$ cat src/rtl/keypad_scanner_pkg.sv
// Shared types and constants for the 4x4 keypad scanner.
// A key code is the row index in the upper bits and the column index in the lower bits.
package keypad_scanner_pkg;

  localparam int KEY_W = 4;
  localparam int ROW_W = 2;
  localparam int COL_W = 2;
  localparam int CNT_W = 4;

  typedef enum logic [1:0] {IDLE, CANDIDATE, PRESSED, RELEASE} state_t;
  typedef enum logic [1:0] {EMPTY, SINGLE, MULTI} frame_t;

  function automatic logic [KEY_W-1:0] key_code_of(input logic [ROW_W-1:0] row_idx,
                                                   input logic [COL_W-1:0] col_idx);
    return {row_idx, col_idx};
  endfunction

endpackage

$ cat src/rtl/keypad_frame_collector.sv
// Drives the keypad columns, synchronises the rows and reduces each four-column
// scan frame to EMPTY / SINGLE(code) / MULTI, reported on the last column tick.
module keypad_frame_collector
  import keypad_scanner_pkg::*;
#(
  parameter int SCAN_DIV = 4
) (
  input  logic             clk,
  input  logic             rst,
  input  logic [3:0]       row,
  output logic [3:0]       col,
  output logic             frame_end,
  output frame_t           frame_res,
  output logic [KEY_W-1:0] frame_code
);

  localparam int DIV_W = (SCAN_DIV > 1) ? $clog2(SCAN_DIV) : 1;
  localparam logic [DIV_W-1:0] DIV_LAST = DIV_W'(SCAN_DIV - 1);

  logic [DIV_W-1:0] div_reg;
  logic [COL_W-1:0] col_idx_reg;
  logic [3:0]       row_meta_reg;
  logic [3:0]       row_sync_reg;
  logic [1:0]       hits_reg;
  logic [KEY_W-1:0] code_reg;

  logic             tick;
  logic [3:0]       low;
  logic [2:0]       n_low;
  logic [ROW_W-1:0] row_idx_s;
  logic [2:0]       hits_sum;
  logic [1:0]       hits_next;
  logic [KEY_W-1:0] code_next;

  assign tick      = (div_reg == DIV_LAST);
  assign low       = ~row_sync_reg;
  assign col       = ~(4'b0001 << col_idx_reg);
  assign frame_end = tick && (col_idx_reg == COL_W'(3));

  always_comb begin
    n_low     = 3'd0;
    row_idx_s = '0;
    for (int r = 0; r < 4; r++) begin
      if (low[r]) begin
        n_low     = n_low + 3'd1;
        row_idx_s = ROW_W'(r);
      end
    end
    // Hit count saturates at 2: anything beyond one press in a frame is MULTI.
    hits_sum  = {1'b0, hits_reg} + n_low;
    hits_next = (hits_sum >= 3'd2) ? 2'd2 : hits_sum[1:0];
    code_next = (n_low == 3'd1) ? key_code_of(row_idx_s, col_idx_reg) : code_reg;
    frame_code = code_next;
    case (hits_next)
      2'd0:    frame_res = EMPTY;
      2'd1:    frame_res = SINGLE;
      default: frame_res = MULTI;
    endcase
  end

  always_ff @(posedge clk or negedge rst) begin
    if (!rst) begin
      div_reg      <= '0;
      col_idx_reg  <= '0;
      row_meta_reg <= 4'b1111;
      row_sync_reg <= 4'b1111;
      hits_reg     <= '0;
      code_reg     <= '0;
    end else begin
      row_meta_reg <= row;
      row_sync_reg <= row_meta_reg;
      div_reg      <= tick ? '0 : div_reg + DIV_W'(1);
      if (tick) begin
        col_idx_reg <= col_idx_reg + COL_W'(1);
        if (frame_end) begin
          hits_reg <= '0;
          code_reg <= '0;
        end else begin
          hits_reg <= hits_next;
          code_reg <= code_next;
        end
      end
    end
  end

endmodule

$ cat src/rtl/keypad_scanner.sv
// 4x4 matrix keypad scanner: frame-level debounce FSM that emits one
// key_valid strobe per accepted press and holds key_held until release.
module keypad_scanner
  import keypad_scanner_pkg::*;
#(
  parameter int SCAN_DIV = 4,
  parameter int DEBOUNCE = 3
) (
  input  logic             clk,
  input  logic             rst,
  input  logic [3:0]       row,
  output logic [3:0]       col,
  output logic [KEY_W-1:0] key_code,
  output logic             key_valid,
  output logic             key_held
);

  localparam logic [CNT_W-1:0] DEB_CNT = CNT_W'(DEBOUNCE);

  logic             frame_end;
  frame_t           frame_res;
  logic [KEY_W-1:0] frame_code;

  state_t           state_reg, state_next;
  logic [CNT_W-1:0] cnt_reg, cnt_next, cnt_inc;
  logic [KEY_W-1:0] cand_reg, cand_next;
  logic [KEY_W-1:0] code_reg, code_next;
  logic             valid_reg, valid_next;
  logic             held_reg, held_next;

  keypad_frame_collector #(.SCAN_DIV(SCAN_DIV)) u_collector (
    .clk        (clk),
    .rst        (rst),
    .row        (row),
    .col        (col),
    .frame_end  (frame_end),
    .frame_res  (frame_res),
    .frame_code (frame_code)
  );

  assign cnt_inc = (cnt_reg == '1) ? cnt_reg : cnt_reg + CNT_W'(1);

  always_comb begin
    state_next = state_reg;
    cnt_next   = cnt_reg;
    cand_next  = cand_reg;
    code_next  = code_reg;
    valid_next = 1'b0;
    held_next  = held_reg;
    if (frame_end) begin
      case (state_reg)
        IDLE: begin
          if (frame_res == SINGLE) begin
            cand_next = frame_code;
            if (DEB_CNT <= CNT_W'(1)) begin
              state_next = PRESSED;
              cnt_next   = '0;
              code_next  = frame_code;
              valid_next = 1'b1;
              held_next  = 1'b1;
            end else begin
              state_next = CANDIDATE;
              cnt_next   = CNT_W'(1);
            end
          end
        end
        CANDIDATE: begin
          if (frame_res == SINGLE && frame_code == cand_reg) begin
            if (cnt_inc >= DEB_CNT) begin
              state_next = PRESSED;
              cnt_next   = '0;
              code_next  = cand_reg;
              valid_next = 1'b1;
              held_next  = 1'b1;
            end else begin
              cnt_next = cnt_inc;
            end
          end else if (frame_res == SINGLE) begin
            cand_next = frame_code;
            cnt_next  = CNT_W'(1);
          end else begin
            state_next = IDLE;
            cnt_next   = '0;
          end
        end
        PRESSED: begin
          if (frame_res == EMPTY) begin
            if (DEB_CNT <= CNT_W'(1)) begin
              state_next = IDLE;
              cnt_next   = '0;
              held_next  = 1'b0;
            end else begin
              state_next = RELEASE;
              cnt_next   = CNT_W'(1);
            end
          end
        end
        RELEASE: begin
          if (frame_res == EMPTY) begin
            if (cnt_inc >= DEB_CNT) begin
              state_next = IDLE;
              cnt_next   = '0;
              held_next  = 1'b0;
            end else begin
              cnt_next = cnt_inc;
            end
          end else begin
            // Contact bounce while releasing: the key is still down, no new strobe.
            state_next = PRESSED;
            cnt_next   = '0;
          end
        end
        default: begin
          state_next = IDLE;
          cnt_next   = '0;
        end
      endcase
    end
  end

  always_ff @(posedge clk or negedge rst) begin
    if (!rst) begin
      state_reg <= IDLE;
      cnt_reg   <= '0;
      cand_reg  <= '0;
      code_reg  <= '0;
      valid_reg <= 1'b0;
      held_reg  <= 1'b0;
    end else begin
      state_reg <= state_next;
      cnt_reg   <= cnt_next;
      cand_reg  <= cand_next;
      code_reg  <= code_next;
      valid_reg <= valid_next;
      held_reg  <= held_next;
    end
  end

  assign key_code  = code_reg;
  assign key_valid = valid_reg;
  assign key_held  = held_reg;

endmodule
$ cat config.mk
export PLATFORM = sky130hd
export DESIGN_NAME = keypad_scanner
export DESIGN_NICKNAME = d
export VERILOG_FILES = /design/src/rtl/keypad_scanner_pkg.sv /design/src/rtl/keypad_frame_collector.sv /design/src/rtl/keypad_scanner.sv
export SDC_FILE = /design/constraint.sdc
export NUM_CORES = 1
export LEC_CHECK = 0
export CELL_PAD_IN_SITES_DETAIL_PLACEMENT = 0
export CELL_PAD_IN_SITES_GLOBAL_PLACEMENT = 1
export CORE_MARGIN = 1
export CORE_UTILIZATION = 44
export CTS_CLUSTER_SIZE = 12
export DETAILED_ROUTE_END_ITERATION = 6
export PLACE_DENSITY = 0.78
export SLEW_MARGIN = 20
export SYNTH_ARGS = -nofsm -noshare
export SYNTH_HDL_FRONTEND = slang
export SYNTH_HIERARCHICAL = 1
export SYNTH_SLANG_ARGS = --single-unit
$ cat constraint.sdc
create_clock -name clk -period 8.2 [get_ports clk]
set_input_delay 1.64 -clock clk [delete_from_list [all_inputs] [get_ports clk]]
set_output_delay 1.64 -clock clk [all_outputs]
set_load 0.01 [all_outputs]
==> impl_results.md <==
- Largest family of logic cells by synthesized area: simple AND/OR/NAND/NOR gates
- Area grow syn2layout: 15.2%
- Final WL: 3.48 mm
- Register area share after synthesis: 46.1%
- Post-Layout Cell Count: 236
- Setup violations, final: 0
- Vias in the first global route: 1232
- Worst r2r src: u_collector/row_sync_reg[1]
- Initial antenna violation count: 0
- Final ANT Viol Nets: 0
- Critical path, cell by cell: inv_1 > ha_1 > xnor2_1 > ha_1 > nand2b_1 > xnor2_1 > nand3_1 > mux2_2 > xnor2_1 > nand4_1 > nor4_4 > mux2_4
- Synth cell types: 48
- H-Tree Level Count: 2
- Hold Startpoint: u_collector/row_meta_reg[2]
- Pre-CTS setup slack: 4.24 ns
- Finished Core Util: 53.4%
- Hold_ws: 0.358 ns
- Period utilisation layout: 49.0%
- Reg-to-reg slack, setup: 4.18 ns
- Root Buffer Master: clkbuf_8
- Hold Crit Class: reg -> reg
- Crit-path most repeated cell: xnor2_1
- DP Wirelength: 2.46 mm
- 1st-pass router iterations: 4
- Row Count: 23
- Buf+Inv Stages, Crit Path: 1
- # diodes: 0
- Final nets: 202
- DIE AREA: 0.00451 mm^2
- Routability cong.: 0.768
- Vias: 1276
- Post-synthesis mux area share: 7.97%
- Initial DRC count: 23
- CTS sink count: 34
- Max Buffers Root-to-Sink: 2
- Initial Utilization: 46.4%
- Post-synthesis async set-or-reset flop share: 100%
- Post-synthesis adder-cell area fraction: 7.77%
- Max-slew headroom: 61.2%
- Slew @ Worst Pin: 0.582 ns
- Worst Hold Depth: 0
- CP Class: reg -> reg
- EDFF count, synth: 0
- Worst-path clk slew: 0.07 ns
- Inst Count DP: 228
- I/O pin total: 16
- Crit-path slowest cell: nor4_4
- CTS tree: yes
- Postcts setup bufs: 0
- Routed wire per std cell: 14.7 um
- FMAX: 0.249 GHz
- Commonest non-fill, non-tap cell in the layout: dfrtp_1
- Syn nets: 183
- Layout cells sized above 1: 19.4%
- Layout Skew: 0.00460 ns
- Die height: 67.2 um
- CP peak stage delay: 0.59 ns
- Die W: 67.2 um
- Cell family with most CP delay: simple AND/OR/NAND/NOR gates
- Post-synthesis cell count: 166
- GRT Overall Usage: 17.5%
- Status: completed
- Compound-cell area share of the yosys netlist: 11.7%
- RSZ-0062 raised after global routing: false
- # DRC: 0
- Total CTS buffers: 5
- Simple-gate share of the synthesized area: 16.1%
- #FFs+latches synth: 34
- Number of max-cap violations: 0
- YS warnings: 6
- Hold path endpoint: u_collector/row_sync_reg[2]
- R2r endpoint: key_code[3]
- Final Max Tran Viols: 0
- Post-route setup slack: 4.18 ns
- Reg2Reg Depth: 12
- Grt ovf: 0
- Commonest non-fill, non-tap cells in the layout: 26 x dfrtp_1, 16 x inv_1, 15 x clkdlybuf4s50_1, 11 x nor2_1, 10 x ha_1
- I/O Buffers: 15
- Fin. Hold Viols: 0
- Leak: 0.972 nW
- Number of gates resized after cts: 0
- Cell area after synthesis: 0.00187 mm^2
- Synth Area in XOR/XNOR: 5.56%
- Largest net degree at the start of global routing: 35
- Worst-Skew Late Latency: 0.29 ns
- Critical path startpoint category: flip-flop
- Critical path peak fanout: 9
- Hold-fix buffers, CTS: 0
- CORE AREA: 0.00403 mm^2
- Via density: 5.41
- Fin Setup TNS: 0 ns
- Top_reg_cell synth: dfrtp_1
- Crit path DAT: 4.20 ns
- WP data required: 8.38 ns
- Syn avg cell area: 11.3 um^2
- Fin crit period: 4.02 ns
- Peak supply drop: 87.4 uV
- PwrDens: 182 mW/mm^2
- CP Capture Type: flip-flop
- First-pass GRT wire length: 5.73 mm
## metrics by stage
stage	area, um^2	power (mW)
4_1_cts	2150	0.396
6_report	2150	0.391
3_3_place_gp	2060	0.259
3_5_place_dp	2060	0.262
5_1_grt	2150	0.412
2_1_floorplan	1870	0.244
## cell families after synthesis
| logic type | after synthesis |
|---|---|
| AOI/OAI and AO/OA | 26 |
| buffers and inverters | 20 |
| muxes | 12 |
| DFF | 34 |
| xor gates and xnor gates | 10 |
| and+or+nand+nor | 53 |
| adders and majority gates | 11 |
## cells in the mapped netlist, types with 2 or more instances
cell	count	area share, %
o211ai_1	3	1.2
nand2_1	9	1.8
mux2_4	4	3.2
inv_1	16	3.2
and3_1	4	1.3
nor2_1	11	2.2
xnor2_1	8	3.8
buf_6	2	1.2
mux2_2	7	4.2
nand3_1	3	0.80
nand3b_1	3	1.2
o21ai_0	4	1.1
dfstp_2	8	11
nor2b_1	7	2.3
ha_1	10	6.7
nand2b_1	3	1.0
a21oi_1	3	0.80
nor3_1	3	0.80
dfrtp_1	26	35
and2_1	3	1.0
a221o_1	2	1.1
## worst max-delay path by stage
stage / start / endpoint / slack, ns / depth (start not counted)
after detailed placement: u_collector/row_sync_reg[0] / key_code[3] / 4.24 / 15
after global placement: u_collector/row_sync_reg[0] / key_code[1] / 4.36 / 15
after global routing: u_collector/row_sync_reg[1] / key_code[3] / 3.98 / 12
final: u_collector/row_sync_reg[1] / key_code[3] / 4.18 / 12
after floorplan: u_collector/row_sync_reg[0] / key_code[0] / 4.59 / 16
after CTS: u_collector/row_sync_reg[1] / key_code[3] / 4.21 / 12
## final cells by class
class | instances | area [um^2]
fill | 360 | 1880
multi-input combinational | 112 | 916
sequential | 34 | 861
timing repair buffer | 16 | 158
clock buffer | 6 | 82.6
tap | 50 | 62.6
inverter | 16 | 60.1
clock inverter | 2 | 12.5
## report_power, final
part | leakage, nW | total [mW] | switching, mW | internal, mW
combinational | 0.483 | 0.0720 | 0.0408 | 0.0311
sequential | 0.441 | 0.187 | 0.00905 | 0.178
clock | 0.0472 | 0.132 | 0.0647 | 0.0675
total | 0.972 | 0.391 | 0.115 | 0.277
## routing by layer
layer | global-route usage [%] | share of wire, % | vias to the layer above
li1 | - | - | 614
met1 | 21.8 | 46 | 618
met2 | 27.6 | 48 | 30
met3 | 5.57 | 3.6 | 14
met4 | 7.98 | 2.5 | 0
met5 | 0 | 0 | -
(Power assumes the default switching activity.)
